## src/rtl/uart_pkg.sv

```systemverilog
// uart_pkg: shared definitions for the UART ALU slice.
//   - default byte / opcode widths
//   - FSM state encoding for uart_alu_interface
//   - the eight ALU opcode values (6-bit)
package uart_pkg;

  localparam int unsigned NB_DATA_DEF = 8;
  localparam int unsigned NB_OP_DEF   = 6;

  typedef enum logic [2:0] {
    S_WAIT_A   = 3'd0,
    S_WAIT_B   = 3'd1,
    S_WAIT_OP  = 3'd2,
    S_START_TX = 3'd3,
    S_WAIT_TX  = 3'd4
  } state_t;

  localparam logic [5:0] OP_ADD = 6'b100000;
  localparam logic [5:0] OP_SUB = 6'b100010;
  localparam logic [5:0] OP_AND = 6'b100100;
  localparam logic [5:0] OP_OR  = 6'b100101;
  localparam logic [5:0] OP_XOR = 6'b100110;
  localparam logic [5:0] OP_NOR = 6'b100111;
  localparam logic [5:0] OP_SRA = 6'b000011;
  localparam logic [5:0] OP_SRL = 6'b000010;

endpackage

```

## src/rtl/uart_alu_interface_alu.sv

```systemverilog
// alu: purely combinational ALU used by uart_alu_interface.
// Ports:
//   i_a      [NB_DATA-1:0]  operand A
//   i_b      [NB_DATA-1:0]  operand B (unsigned shift amount for shifts)
//   i_op     [NB_OP-1:0]    opcode
//   o_result [NB_DATA-1:0]  result; 0 for unknown opcodes
// ADD/SUB wrap modulo 2^NB_DATA. Shift amounts >= NB_DATA saturate:
// SRL gives 0, SRA gives a full sign fill.
module alu
  import uart_pkg::*;
#(
  parameter int unsigned NB_DATA = NB_DATA_DEF,
  parameter int unsigned NB_OP   = NB_OP_DEF
) (
  input  logic [NB_DATA-1:0] i_a,
  input  logic [NB_DATA-1:0] i_b,
  input  logic [NB_OP-1:0]   i_op,
  output logic [NB_DATA-1:0] o_result
);

  localparam logic [NB_DATA-1:0] SHIFT_LIMIT = NB_DATA'(NB_DATA);

  logic shift_sat;

  assign shift_sat = (i_b >= SHIFT_LIMIT);

  always_comb begin
    o_result = '0;
    case (i_op)
      NB_OP'(OP_ADD): o_result = i_a + i_b;
      NB_OP'(OP_SUB): o_result = i_a - i_b;
      NB_OP'(OP_AND): o_result = i_a & i_b;
      NB_OP'(OP_OR):  o_result = i_a | i_b;
      NB_OP'(OP_XOR): o_result = i_a ^ i_b;
      NB_OP'(OP_NOR): o_result = ~(i_a | i_b);
      NB_OP'(OP_SRA): begin
        if (shift_sat)
          o_result = {NB_DATA{i_a[NB_DATA-1]}};
        else
          o_result = $signed(i_a) >>> i_b;
      end
      NB_OP'(OP_SRL): begin
        if (shift_sat)
          o_result = '0;
        else
          o_result = i_a >> i_b;
      end
      default: o_result = '0;
    endcase
  end

endmodule

```

## src/rtl/uart_alu_interface.sv

```systemverilog
// uart_alu_interface: sits between UART rx and tx. Collects operand A,
// operand B and an opcode byte, computes the ALU result, pulses the
// transmitter start for one cycle and waits for its done pulse.
// Ports:
//   i_clk       system clock
//   i_rst       synchronous reset, active-high (priority over all inputs)
//   i_rx_done   one-cycle pulse, i_rx_data valid
//   i_rx_data   received byte
//   i_tx_done   one-cycle pulse, transmitter finished
//   o_tx_start  one-cycle pulse, start transmitting o_tx_data
//   o_tx_data   registered result byte
//   o_busy      high while a result is pending or in transmission
//   o_overrun   (only with UART_ALU_OVERRUN_EN) sticky flag, set when a
//               byte arrives while busy; cleared only by i_rst
// Optional feature macro: UART_ALU_OVERRUN_EN
module uart_alu_interface
  import uart_pkg::*;
#(
  parameter int unsigned NB_DATA = NB_DATA_DEF,
  parameter int unsigned NB_OP   = NB_OP_DEF
) (
  input  logic               i_clk,
  input  logic               i_rst,
  input  logic               i_rx_done,
  input  logic [NB_DATA-1:0] i_rx_data,
  input  logic               i_tx_done,
  output logic               o_tx_start,
  output logic [NB_DATA-1:0] o_tx_data,
  output logic               o_busy
`ifdef UART_ALU_OVERRUN_EN
  ,
  output logic               o_overrun
`endif
);

  state_t             state;
  state_t             next_state;
  logic [NB_DATA-1:0] a_reg;
  logic [NB_DATA-1:0] b_reg;
  logic [NB_DATA-1:0] tx_data_reg;
  logic [NB_DATA-1:0] alu_result;

  // The opcode is taken straight from the incoming byte so the result can
  // be registered on the same edge the opcode arrives.
  alu #(
    .NB_DATA (NB_DATA),
    .NB_OP   (NB_OP)
  ) u_alu (
    .i_a      (a_reg),
    .i_b      (b_reg),
    .i_op     (i_rx_data[NB_OP-1:0]),
    .o_result (alu_result)
  );

  always_ff @(posedge i_clk) begin
    if (i_rst) begin
      state       <= S_WAIT_A;
      a_reg       <= '0;
      b_reg       <= '0;
      tx_data_reg <= '0;
    end else begin
      state <= next_state;
      if (i_rx_done) begin
        case (state)
          S_WAIT_A:  a_reg       <= i_rx_data;
          S_WAIT_B:  b_reg       <= i_rx_data;
          S_WAIT_OP: tx_data_reg <= alu_result;
          default:   ;
        endcase
      end
    end
  end

  always_comb begin
    next_state = state;
    o_tx_start = 1'b0;
    o_busy     = 1'b0;
    case (state)
      S_WAIT_A:   if (i_rx_done) next_state = S_WAIT_B;
      S_WAIT_B:   if (i_rx_done) next_state = S_WAIT_OP;
      S_WAIT_OP:  if (i_rx_done) next_state = S_START_TX;
      S_START_TX: begin
        o_tx_start = 1'b1;
        o_busy     = 1'b1;
        next_state = S_WAIT_TX;
      end
      S_WAIT_TX: begin
        o_busy = 1'b1;
        // A byte arriving together with i_tx_done is dropped, not taken as A.
        if (i_tx_done) next_state = S_WAIT_A;
      end
      default:    next_state = S_WAIT_A;
    endcase
  end

  assign o_tx_data = tx_data_reg;

`ifdef UART_ALU_OVERRUN_EN
  logic overrun_reg;

  always_ff @(posedge i_clk) begin
    if (i_rst)
      overrun_reg <= 1'b0;
    else if (i_rx_done && (state == S_START_TX || state == S_WAIT_TX))
      overrun_reg <= 1'b1;
  end

  assign o_overrun = overrun_reg;
`endif

endmodule
```

## config.mk

```make
export PLATFORM = sky130hd
export DESIGN_NAME = uart_alu_interface
export DESIGN_NICKNAME = d
export VERILOG_FILES = /design/src/rtl/uart_pkg.sv /design/src/rtl/uart_alu_interface_alu.sv /design/src/rtl/uart_alu_interface.sv
export SDC_FILE = /design/constraint.sdc
export NUM_CORES = 1
export LEC_CHECK = 0
export ABC_AREA = 1
export BUFFER_PORTS_ARGS = -buffer_cell sky130_fd_sc_hd__buf_2
export CORE_MARGIN = 4
export CORE_UTILIZATION = 25
export DETAILED_ROUTE_END_ITERATION = 16
export HOLD_SLACK_MARGIN = 0.1
export PLACE_DENSITY = 0.49
export SLEW_MARGIN = 20
export SYNTH_ARGS = -nofsm -noshare
export SYNTH_HDL_FRONTEND = slang
export SYNTH_SLANG_ARGS = --single-unit
```

## constraint.sdc

```tcl
create_clock -name i_clk -period 6.4 [get_ports i_clk]
set_input_delay 0.96 -clock i_clk [delete_from_list [all_inputs] [get_ports i_clk]]
set_output_delay 0.96 -clock i_clk [all_outputs]
set_load 0.01 [all_outputs]
```

=== Word level (Yosys, flattened, before mapping) ===
Index checks and enable logic that the tools add are counted.

* Flip-flop bits (word level): 27
* Input bits: 12
* Output and inout bits: 10
* Logic and storage cells: 45

* $add $sub $neg: 2
* $lt $le $gt $ge: 1
* Equality and inequality tests: 16
* Shift operators: 2
* Muxes and demuxes: 10
* Bitwise gates (word level): 4
* Reductions and logical operators: 6

{| class="wikitable"
|+ Operators by type and width
! operator !! count
|-
| 8-bit one-hot mux with 8 select lines || 1
|-
| 6-bit equality test (second input constant) || 6
|-
| 8-bit two-way mux || 2
|-
| 3-bit one-hot mux with 5 select lines || 1
|-
| 6-bit by 2-bit equality test with 1-bit output (second input constant) || 2
|-
| 3-bit two-way mux || 4
|-
| 8-bit adder || 1
|-
| 8-bit bitwise AND || 1
|-
| 8-bit by 4-bit >= comparator with 1-bit output (second input constant) || 1
|-
| 2-bit inequality test (second input constant) || 4
|-
| 8-bit NOT || 1
|-
| 8-bit OR || 1
|-
| 8-bit by 8-bit right shift with 8-bit output || 1
|-
| 8-bit by 8-bit >>> shifter with 8-bit output || 1
|-
| 8-bit subtractor || 1
|-
| 8-bit XOR || 1
|-
| 3-bit by 2-bit equality test with 1-bit output (second input constant) || 2
|-
| 2-bit AND reduction || 3
|-
| 4-bit AND reduction || 1
|-
| 3-bit by 1-bit equality test with 1-bit output (second input constant) || 1
|-
| 3-bit equality test (second input constant) || 1
|-
| 3-bit logical NOT || 1
|-
| 1-bit two-way mux || 2
|-
| 2-bit OR reduction || 1
|}

=== Depth between registers and ports, before layout ===
Gate-level depths: netlist of run 1.

* Depth after elaboration: 3
* Depth in mapped cells: 19
* Depth with buffers taken out: 19

=== By module ===
Synthesis of run 1 repeated with hierarchy kept, for this count alone.

* Cell total of the unflattened synthesis: 452
* Area total of the unflattened synthesis: 2810.2 µm²

{| class="wikitable"
|+ By module, submodules not included
! module !! instances !! cells each !! area each (µm²) !! seq. area each (µm²)
|-
| alu || 1 || 314 || 1715.4 || 0.0
|-
| uart_alu_interface || 1 || 138 || 1094.8 || 540.5
|}

=== Least setup slack after synthesis of run 1 ===
Ideal clock, no wire load.

* Path kind: input port to flip-flop
* Start point: input port i_rx_data[2]
* End point: register tx_data_reg[7] (netlist: o_tx_data[7])
* Library setup time: 132 ps
* Arrival time: 2728 ps
* Required time: 6268 ps
* Setup slack: 3540 ps
* Cell stages on the path: 16
* Path buffers: 0
* Path through: inv_1 > nand2_1 > nor2_4 > nand2_2 > inv_1 > or2_2 > xor2_1 > ha_1 > nand2_1 > nand3_1 > a21oi_1 > nand3_1 > nand3_1 > nand2_1 > nand2_1 > a21oi_2

* Word-level cells in the longest chain between the ends: 2
* Elaborated cells between the ends (all ways): 9
* Those cells by class: eq/ne (8); mux (1)

{| class="wikitable"
|+ RTL lines
! item !! RTL line !! source
|-
| from (decl) || uart_alu_interface.sv:25 || <nowiki>input logic [NB_DATA-1:0] i_rx_data,</nowiki>
|-
| 6-bit by 2-bit equality test with 1-bit output / 6-bit equality test (equally long branches) || uart_alu_interface_alu.sv:29 || <nowiki>case (i_op)</nowiki>
|-
| 8-bit one-hot mux with 8 select lines (*) || uart_alu_interface_alu.sv:29 ||
|-
| to (signal assigned) || uart_alu_interface.sv:67 || <nowiki>S_WAIT_OP: tx_data_reg <= alu_result;</nowiki>
|-
| to (decl) || uart_alu_interface.sv:40 || <nowiki>logic [NB_DATA-1:0] tx_data_reg;</nowiki>
|}

Every way passes the cells marked *; elsewhere a longest branch is shown, timed or not.
A chain may end at the register's enable or synchronous reset.

=== Final worst setup path of run 1 ===
* Start point: register b_reg[0]
* End point: register tx_data_reg[7] (netlist: o_tx_data[7])

* Word-level cells in the longest chain between the ends: 3
* Elaborated cells between the ends (all ways): 8
* Those cells by class: add/sub (2); order compare (1); shift (2); mux (3)

{| class="wikitable"
|+ RTL lines
! item !! RTL line !! source
|-
| from (decl) || uart_alu_interface.sv:39 || <nowiki>logic [NB_DATA-1:0] b_reg;</nowiki>
|-
| from (signal assigned) || uart_alu_interface.sv:66 || <nowiki>S_WAIT_B: b_reg <= i_rx_data;</nowiki>
|-
| 8-bit by 4-bit >= comparator with 1-bit output, or another cell as far along || uart_alu_interface_alu.sv:25 || <nowiki>assign shift_sat = (i_b >= SHIFT_LIMIT);</nowiki>
|-
| 8-bit two-way mux (on tied branches) || uart_alu_interface_alu.sv:43, uart_alu_interface_alu.sv:37 ||
|-
| 8-bit one-hot mux with 8 select lines (*) || uart_alu_interface_alu.sv:29 ||
|}

Marked as above.

==> results of run 1 <==
-- routing by layer --
layer	track usage	vias to the layer above
met5	0	-
met3	0.006550	10
met1	0.1690	1191
met4	0.04023	0
met2	0.2128	54
li1	-	1403
-- through the flow --
step | hold WS (ps) | setup WS [ps] | cells
global route | 503.7 | 3032 | 573
detailed placement | 460.9 | 3032 | 569
CTS | 475.8 | 3314 | 573
global placement | 454.0 | 3042 | 569
floorplan | 487.0 | 3540 | 420
finish | 470.5 | 3327 | 573
-- final timing paths --
check | slack (ps) | endpoint | cells past startpoint | from
worst max register to register | 3330 | o_tx_data[7] | 14 | b_reg[0]
worst min-delay path | 470 | o_tx_data[3] | 2 | o_tx_data[3]
worst max-delay path | 3330 | o_tx_data[7] | 14 | b_reg[0]
worst min register to register | 470 | o_tx_data[3] | 2 | o_tx_data[3]
-- where the power goes --
| part | total, uW | internal (uW) | switching [uW] |
|---|---|---|---|
| clock network | 100 | 43.7 | 56.6 |
| logic | 277 | 99.1 | 178 |
| registers | 205 | 181 | 24.5 |
-- placed cells by master (no fill, tap or decap), drive strengths merged --
| cell | instances |
|---|---|
| a21oi | 25 |
| nor3 | 6 |
| buf | 22 |
| o31ai | 2 |
| nor3b | 1 |
| ha | 24 |
| xnor2 | 2 |
| clkinv | 2 |
| nor2 | 51 |
| nand3 | 27 |
| clkbuf | 3 |
| dfxtp | 27 |
| xor2 | 6 |
| fa | 1 |
| inv | 55 |
| a22o | 1 |
| o211ai | 1 |
| a211oi | 19 |
| nand4 | 4 |
| nand3b | 2 |
| or2 | 2 |
| o2111ai | 3 |
| o21a | 1 |
| o21ai | 20 |
| nand2 | 130 |
-- area by class of cell --
class	count	area, um2
clock buffers	3	41.29
clock inverters	1	5.005
fillers	1177	7352
inverters	56	215.2
multi-input cells	328	1841
flip-flops and latches	27	540.5
well taps	136	170.2
repair buffers	22	112.6
-- cell families after synthesis --
group,after synthesis
adder cells (fa/ha/maj),25
flip-flops,27
buffers and inverters,65
AND/OR/NAND/NOR,223
AO/OA/AOI/OAI,72
XOR/XNOR,8
-- worst min-delay path, stage by stage, from the launching register on --
cell and delay, ps:
dfxtp_1 320, nand2_1 60, a21oi_1 60
==> flow_summary_export.csv, run 1 <==
group,metric,value,unit
outcome,outcome,"completed",
synthesis,synth_area_leaders,"dfxtp_1, nand2_1, ha_1",
sta,finalCriticalPeriod,3073,ps
synthesis,synth_xor_area_frac,0.02657,
global_route,grt_pass1_vias,2599,
sta,grt_setup_unrepaired,"no",
layout,layout.nets,475,
layout,synthToLayoutAreaGrowth,10.91,%
synthesis,ys_seq_area_frac,0.2049,
drt,top_layer,"met4",
synthesis,synth_fa_ha_area_frac,0.1214,
pwr,p_per_area,199.1,nW/um2
clocking,cts_buffer_depth,2,
global_route,overflow,0,
sta,finalSetupViolCount,0,
sta,worst_pin_slew,655.1,ps
synthesis,synthArstFlopShare,0,
drt,final_antenna_net_count,0,
setup_path,end_kind,"flip-flop",
setup_path,setup.worst_path.class,"flip-flop to flip-flop",
setup_path,worst-path-buf-inv,2,
global_route,antenna_found_initial,0,
placed_design,place_area,2879,um2
global_route,grtUsageTotal,0.1249,
setup_path,timing.critical_path.required,6620,ps
setup_path,slowest_stage,"dfxtp_1",
floorplanning,fp-row-count,37,
drt,drt_iter0_drc,196,
drt,via_per_inst,4.639,
sta,slew_headroom,0.5627,
floorplanning,ios,22,
synthesis,synth_edf_count,0,
layout,utilization,0.2846,
clocking,clk_latency,280,ps
drt,wl_met2,3.560,mm
placed_design,gp_congestion,0.8628,
setup_path,worstPathMaxFanout,18,
setup_path,crit_path_max_incr_delay,750,ps
drt,wire_per_inst,13.32,um
synthesis,ys_top_cells_by_count,"nand2_1, nor2_1, inv_1, dfxtp_1, ha_1",
sta,fin_crit_sh,0.4801,
global_route,grt_pass1_wl,12.79,mm
drt,met1_length,3.613,mm
layout,finalInstanceArea,2925,um2
flow_run,drv_cap,0,
setup_path,critPathLaunchType,"flip-flop",
clocking,cts-resized-gates,0,
setup_path,critPathTopFamily,"simple AND/OR/NAND/NOR gates",
placed_design,hpwlAfterDp,6.305,mm
drt,met3WireLength,300,um
sta,fmax,0.3255,GHz
clocking,post_cts_buffers,0,
drt,wirelength,7.630,mm
floorplanning,initial_utilization,0.2566,
synthesis,yosysMostFrequentCell,"nand2_1",
synthesis,syn_inst,420,
synthesis,synth_top_family_by_area,"simple AND/OR/NAND/NOR gates",
synthesis,syn_area,2638,um2
floorplanning,fp.dieW,110.7,um
synthesis,synth_top_cell_area_share,0.2049,
pwr,ir_worst_vdd,0.08902,mV
placed_design,io_buffers,21,
synthesis,synth.distinct_cells,37,
synthesis,yosys-mux-area-fraction,0,
global_route,grt_max_degree,28,
synthesis,synth-main-ff-cell,"dfxtp_1",
floorplanning,fp.dieH,110.7,um
clocking,ctsHoldBuffers,0,
pwr,p_total,582.6,uW
sta,fin_worst_skew,2.983,ps
clocking,cts_inserted_buffers,3,
layout,final_layout_size_suffix_gt1_frac,0.1533,
pwr,p_leak,0.001419,uW
sta,finalSetupTns,0,ps
clocking,htreeDepth,1,
drt,route.detailed.drc,0,
synthesis,yosys.area_share.simple,0.3814,
synthesis,synthesis.nets,457,
clocking,clk_pin_slew,100,ps
synthesis,yosysWarnings,0,
sta,hold_viol_final,0,
drt,drt_pass1_iterations,4,
floorplanning,coreArea,10280,um2
setup_path,cp_cell_sequence,"inv_2 -> ha_1 -> or2_2 -> xor2_1 -> ha_1 -> nand2_1 -> nand3_1 -> a21oi_1 -> inv_1 -> nand2_1 -> nand3_1 -> nand2_1 -> nand2_1 -> a21oi_2",
clocking,clock-sinks,27,
sta,finalMaxSlewViolations,0,
synthesis,syn_area_per_cell,6.280,um2
clocking,clockRootBuffer,"clkbuf_8",
layout,diodes,0,
drt,vias,2658,
clocking,cts_tree,"built",
synthesis,synth-seq-cells,27,
synthesis,yosysTopAreaCell,"dfxtp_1",
setup_path,cp_data_arrival_time,3290,ps
setup_path,crit_top_cell,"nand2_1",
floorplanning,die_area,12260,um2
synthesis,synth_compound_area_frac,0.1684,
worst_hold_path,hold_class,"flip-flop to flip-flop",
(Power assumes the default switching activity.)
==> inputs of run 2 (changes only) <==
PLACE_DENSITY = 0.5   (was 0.49)
clock period = 2.6 ns   (was 6.4 ns; I/O delays follow)
==> flow_summary_export.csv, run 2 (synthesis results as in run 1) <==
group,metric,value,unit
outcome,outcome,"completed",
drt,via_per_inst,4.668,
setup_path,cp_data_arrival_time,2530,ps
clocking,clockRootBuffer,"clkbuf_8",
sta,worst_pin_slew,649.3,ps
flow_run,drv_cap,0,
global_route,grt_pass1_vias,2641,
layout,utilization,0.2992,
setup_path,ff2ff_setup_slack,240,ps
drt,drt_pass1_iterations,5,
global_route,grt_max_degree,28,
setup_path,crit_top_cell,"nand2_1",
layout,diodes,0,
global_route,grt_pass1_wl,13.05,mm
drt,vias,2754,
clocking,htreeDepth,1,
sta,fin_worst_skew,11.39,ps
floorplanning,fp-row-count,37,
clocking,clk_latency,290,ps
sta,hold_viol_final,0,
global_route,overflow,0,
sta,fin_crit_sh,0.9089,
setup_path,timing.critical_path.required,2760,ps
layout,synthToLayoutAreaGrowth,16.60,%
worst_hold_path,hold_class,"primary input to flip-flop",
layout,fillers,1171,
sta,hold_ws,363.2,ps
drt,wire_per_inst,13.13,um
setup_path,setup.worst_path.class,"flip-flop to flip-flop",
drt,drt_iter0_drc,177,
drt,final_antenna_net_count,0,
clocking,cts_inserted_buffers,3,
layout,final_layout_size_suffix_gt1_frac,0.1938,
sta,finalMaxSlewViolations,0,
sta,fmax,0.4232,GHz
sta,finalCriticalPeriod,2363,ps
pwr,p_leak,0.001506,uW
sta,slew_headroom,0.5659,
setup_path,end_kind,"flip-flop",
layout,layout.nets,492,
placed_design,place_area,2999,um2
pwr,ir_worst_vdd,0.2323,mV
worst_hold_path,hold_path_depth,3,
floorplanning,die_area,12260,um2
floorplanning,fp.dieH,110.7,um
worst_hold_path,whs_endpoint,"state[2]",
clocking,cts_buffer_depth,2,
setup_path,slowest_stage,"ha_2",
placed_design,gp_congestion,0.8890,
sta,grt_setup_unrepaired,"no",
floorplanning,ios,22,
setup_path,cp_cell_sequence,"inv_2 -> ha_1 -> or2_2 -> xor2_1 -> ha_2 -> nand2_1 -> nand3_1 -> a21oi_1 -> o21a_1 -> nor2_1 -> nand2_1 -> nand2_1 -> a21oi_1",
drt,wirelength,7.749,mm
floorplanning,initial_utilization,0.2566,
setup_path,worstPathMaxFanout,6,
global_route,grtUsageTotal,0.1278,
layout,finalInstanceArea,3075,um2
setup_path,critPathLaunchType,"flip-flop",
layout,final_cell_mix,"nand2_1, nor2_1, inv_1, dfxtp_1, a21oi_1",
worst_hold_path,hold_path.startpoint,"i_tx_done",
placed_design,io_buffers,21,
layout,layout_commonest_cell,"nand2_1",
floorplanning,fp.dieW,110.7,um
clocking,cts_tree,"built",
drt,route.detailed.drc,0,
setup_path,reg2reg_depth,13,
sta,finalSetupTns,0,ps
global_route,antenna_found_initial,0,
setup_path,cp-startpoint,"b_reg[1]",
setup_path,rr_endpoint,"o_tx_data[3]",
setup_path,crit_path_max_incr_delay,400,ps
pwr,p_per_area,483.1,nW/um2
placed_design,hpwlAfterDp,6.379,mm
clocking,clk_pin_slew,110,ps
floorplanning,coreArea,10280,um2
setup_path,reg2reg_from,"b_reg[1]",
clocking,clock-sinks,27,
sta,finalSetupViolCount,0,
[run 2: where the power goes]
group | total [uW] | internal, uW | switching (uW)
Sequential | 490 | 445 | 45.0
Combinational | 734 | 281 | 454
Clock | 262 | 108 | 153
Total | 1490 | 834 | 652
[run 2: critical path: cells and delay by family (launching register included)]
family	cells	cell delay (ps)
flops	1	360
compound gates	3	230
xor+xnor	1	150
fa+ha+maj	2	590
simple gates	6	830
buf+inv	1	70
[run 2: area by class of cell]
type / count / area [um2] / share of cell area
sequential: 27 / 540.5 / 0.1758
clock inverter: 1 / 5.005 / 0.001627
tap: 136 / 170.2 / 0.05533
inverter: 56 / 215.2 / 0.06998
timing repair buffer: 39 / 240.2 / 0.07811
clock buffer: 3 / 41.29 / 0.01343
multi-input combinational: 328 / 1863 / 0.6058
[run 2: how the worst max path moves through the flow]
stage | endpoint | slack (ps) | depth (start not counted)
3_5_place_dp | o_tx_data[7] | 3 | 17
3_3_place_gp | o_tx_data[7] | 30 | 17
2_1_floorplan | o_tx_data[7] | 260 | 13
6_report | o_tx_data[3] | 240 | 13
5_1_grt | o_tx_data[6] | 20 | 17
4_1_cts | o_tx_data[7] | 210 | 13
[run 2: routing by layer]
layer | vias up | part of all wire | global-route usage
li1 | 1441 | - | -
met1 | 1238 | 0.48 | 0.1689
met2 | 59 | 0.47 | 0.2221
met3 | 16 | 0.030 | 0.006550
met4 | 0 | 0.025 | 0.04269
met5 | - | 0 | 0
[run 2: timing repair]
| action | 4_1_cts | 5_1_grt |
|---|---|---|
| resized for setup | 0 | 4 |
| setup buffers | 0 | 1 |
| endpoints found under the setup margin | 0 | 3 |
| hold endpoints to repair | 0 | 0 |
| hold buffers | 0 | 0 |
[run 2: stage by stage]
stage	std cells	worst slack, ps	power, uW
global placement	585	31.37	1212
global route	590	23.42	1629
CTS	589	211.5	1475
detailed placement	585	3.321	1206
finish	590	236.8	1486
floorplan	420	260.4	1027
==> inputs of run 3 (changes only) <==
==> constraint.sdc (replaced) <==
create_clock -name i_clk -period 2.6 [get_ports i_clk]
set_input_delay 0.26 -clock i_clk [delete_from_list [all_inputs] [get_ports i_clk]]
set_output_delay 0.26 -clock i_clk [all_outputs]
set_load 0.01 [all_outputs]
==> flow_summary_export.csv, run 3 (synthesis results as in run 1) <==
group,metric,value,unit
floorplanning,fp.dieH,110.7,um
drt,wire_per_inst,13.27,um
layout,final_cells,584,
clocking,clock-sinks,27,
placed_design,pre_cts_slack,-14.04,ps
placed_design,hpwlAfterDp,6.343,mm
setup_path,worst-path-buf-inv,1,
layout,final_cell_mix,"nand2_1, nor2_1, inv_1, dfxtp_1, ha_1",
clocking,htreeDepth,1,
setup_path,crit_path_max_incr_delay,390,ps
placed_design,gp_congestion,0.8901,
sta,finalMaxSlewViolations,0,
pwr,ir_worst_vdd,0.2273,mV
sta,post-route-worst-setup-slack,173.6,ps
drt,route.detailed.drc,0,
global_route,grt_pass1_wl,12.90,mm
setup_path,cp_cell_sequence,"inv_2 -> ha_1 -> or2_2 -> xor2_1 -> ha_2 -> nand3_1 -> nand3_1 -> a21oi_1 -> o21a_1 -> nor2_1 -> nand2_1 -> nand2_1 -> a21oi_1",
sta,finalSetupViolCount,0,
setup_path,worstPathMaxFanout,6,
setup_path,end_kind,"flip-flop",
setup_path,timing.critical_path.required,2770,ps
global_route,antenna_found_initial,0,
sta,fin_worst_skew,10.62,ps
pwr,p_leak,0.001473,uW
layout,synthToLayoutAreaGrowth,14.28,%
placed_design,place_area,2962,um2
sta,fin_crit_sh,0.9332,
clocking,clk_pin_slew,110,ps
setup_path,cp_data_arrival_time,2590,ps
drt,final_antenna_net_count,0,
sta,slew_headroom,0.5912,
layout,utilization,0.2933,
sta,fmax,0.4121,GHz
layout,layout_commonest_cell,"nand2_1",
clocking,clk_latency,290,ps
drt,via_per_inst,4.627,
clocking,ctsHoldBuffers,0,
global_route,grt_max_degree,28,
drt,drt_iter0_drc,266,
setup_path,critPathLaunchType,"flip-flop",
placed_design,placed_cells,580,
clocking,cts_buffer_depth,2,
drt,vias,2702,
layout,final_layout_size_suffix_gt1_frac,0.1786,
placed_design,io_buffers,21,
clocking,clockRootBuffer,"clkbuf_8",
setup_path,setup.worst_path.class,"flip-flop to flip-flop",
global_route,grtUsageTotal,0.1269,
global_route,grt_pass1_vias,2582,
clocking,cts_tree,"built",
layout,diodes,0,
drt,drt_pass1_iterations,4,
drt,wirelength,7.749,mm
clocking,cts-resized-gates,0,
clocking,post_cts_buffers,0,
sta,hold_viol_final,0,
pwr,p_per_area,491.6,nW/um2
layout,fillers,1173,
setup_path,critPathTopFamily,"simple AND/OR/NAND/NOR gates",
floorplanning,initial_utilization,0.2566,
outcome,outcome,"completed",
clocking,cts_inserted_buffers,3,
floorplanning,fp.dieW,110.7,um
floorplanning,fp-row-count,37,
floorplanning,die_area,12260,um2
worst_hold_path,hold_class,"primary input to flip-flop",
setup_path,slowest_stage,"ha_2",
flow_run,drv_cap,0,
floorplanning,ios,22,
sta,grt_setup_unrepaired,"no",
layout,layout.nets,486,
sta,worst_pin_slew,611.5,ps
sta,finalCriticalPeriod,2426,ps
layout,finalInstanceArea,3014,um2
floorplanning,coreArea,10280,um2
global_route,overflow,0,
[run 3: cell count changes in the layout (fill, tap and decap cells not counted)]
cell     delta
a21oi_1     -1
a21oi_2     +1
buf_4       -6
ha_1        +1
ha_4        -1
nand3_1     +1
nand3_2     -1
nor2_1      +1
nor2_2      -1
[run 3: power breakdown]
group	internal, uW	switching (uW)
Combinational	273	461
Clock	108	151
Sequential	445	43.6
[run 3: final timing paths]
| check | startpoint | to | slack [ps] | cells after the start |
|---|---|---|---|---|
| setup reg to reg | b_reg[0] | o_tx_data[3] | 170 | 13 |
| setup / recovery | b_reg[0] | o_tx_data[3] | 170 | 13 |
| hold / removal | i_tx_done | state[2] | 230 | 3 |
| hold reg to reg | o_tx_data[1] | o_tx_data[1] | 470 | 2 |
[run 3: through the flow]
step | power [uW] | hold WS (ps) | setup TNS (ps)
6_report | 1482 | 228.6 | 0
5_1_grt | 1616 | 229.5 | 0
4_1_cts | 1480 | 227.8 | 0
3_5_place_dp | 1213 | 457.8 | -14.04
3_3_place_gp | 1216 | 452.1 | 0
2_1_floorplan | 1027 | 408.0 | 0
[run 3: cell type report]
cell class	instances	area, um2	share of cell area
tap	136	170.2	0.05645
sequential	27	540.5	0.1793
inverter	56	215.2	0.07140
clock buffer	3	41.29	0.01370
clock inverter	1	5.005	0.001660
multi-input combinational	328	1847	0.6127
timing repair buffer	33	195.2	0.06476
[run 3: layer usage]
metal / up-vias / global-route usage / share of wire
li1: 1422 / - / -
met1: 1242 / 0.1737 / 0.49
met3: 7 / 0.004913 / 0.014
met2: 31 / 0.2189 / 0.48
met4: 0 / 0.03284 / 0.012
met5: - / 0 / 0
[run 3: worst reg2reg max path: stages (launching register included)]
cell and delay (ps):
dfxtp_1 360, inv_2 90, ha_1 220, or2_2 300, xor2_1 150, ha_2 390, nand3_1 100, nand3_1 140
a21oi_1 100, o21a_1 120, nor2_1 130, nand2_1 80, nand2_1 70, a21oi_1 50
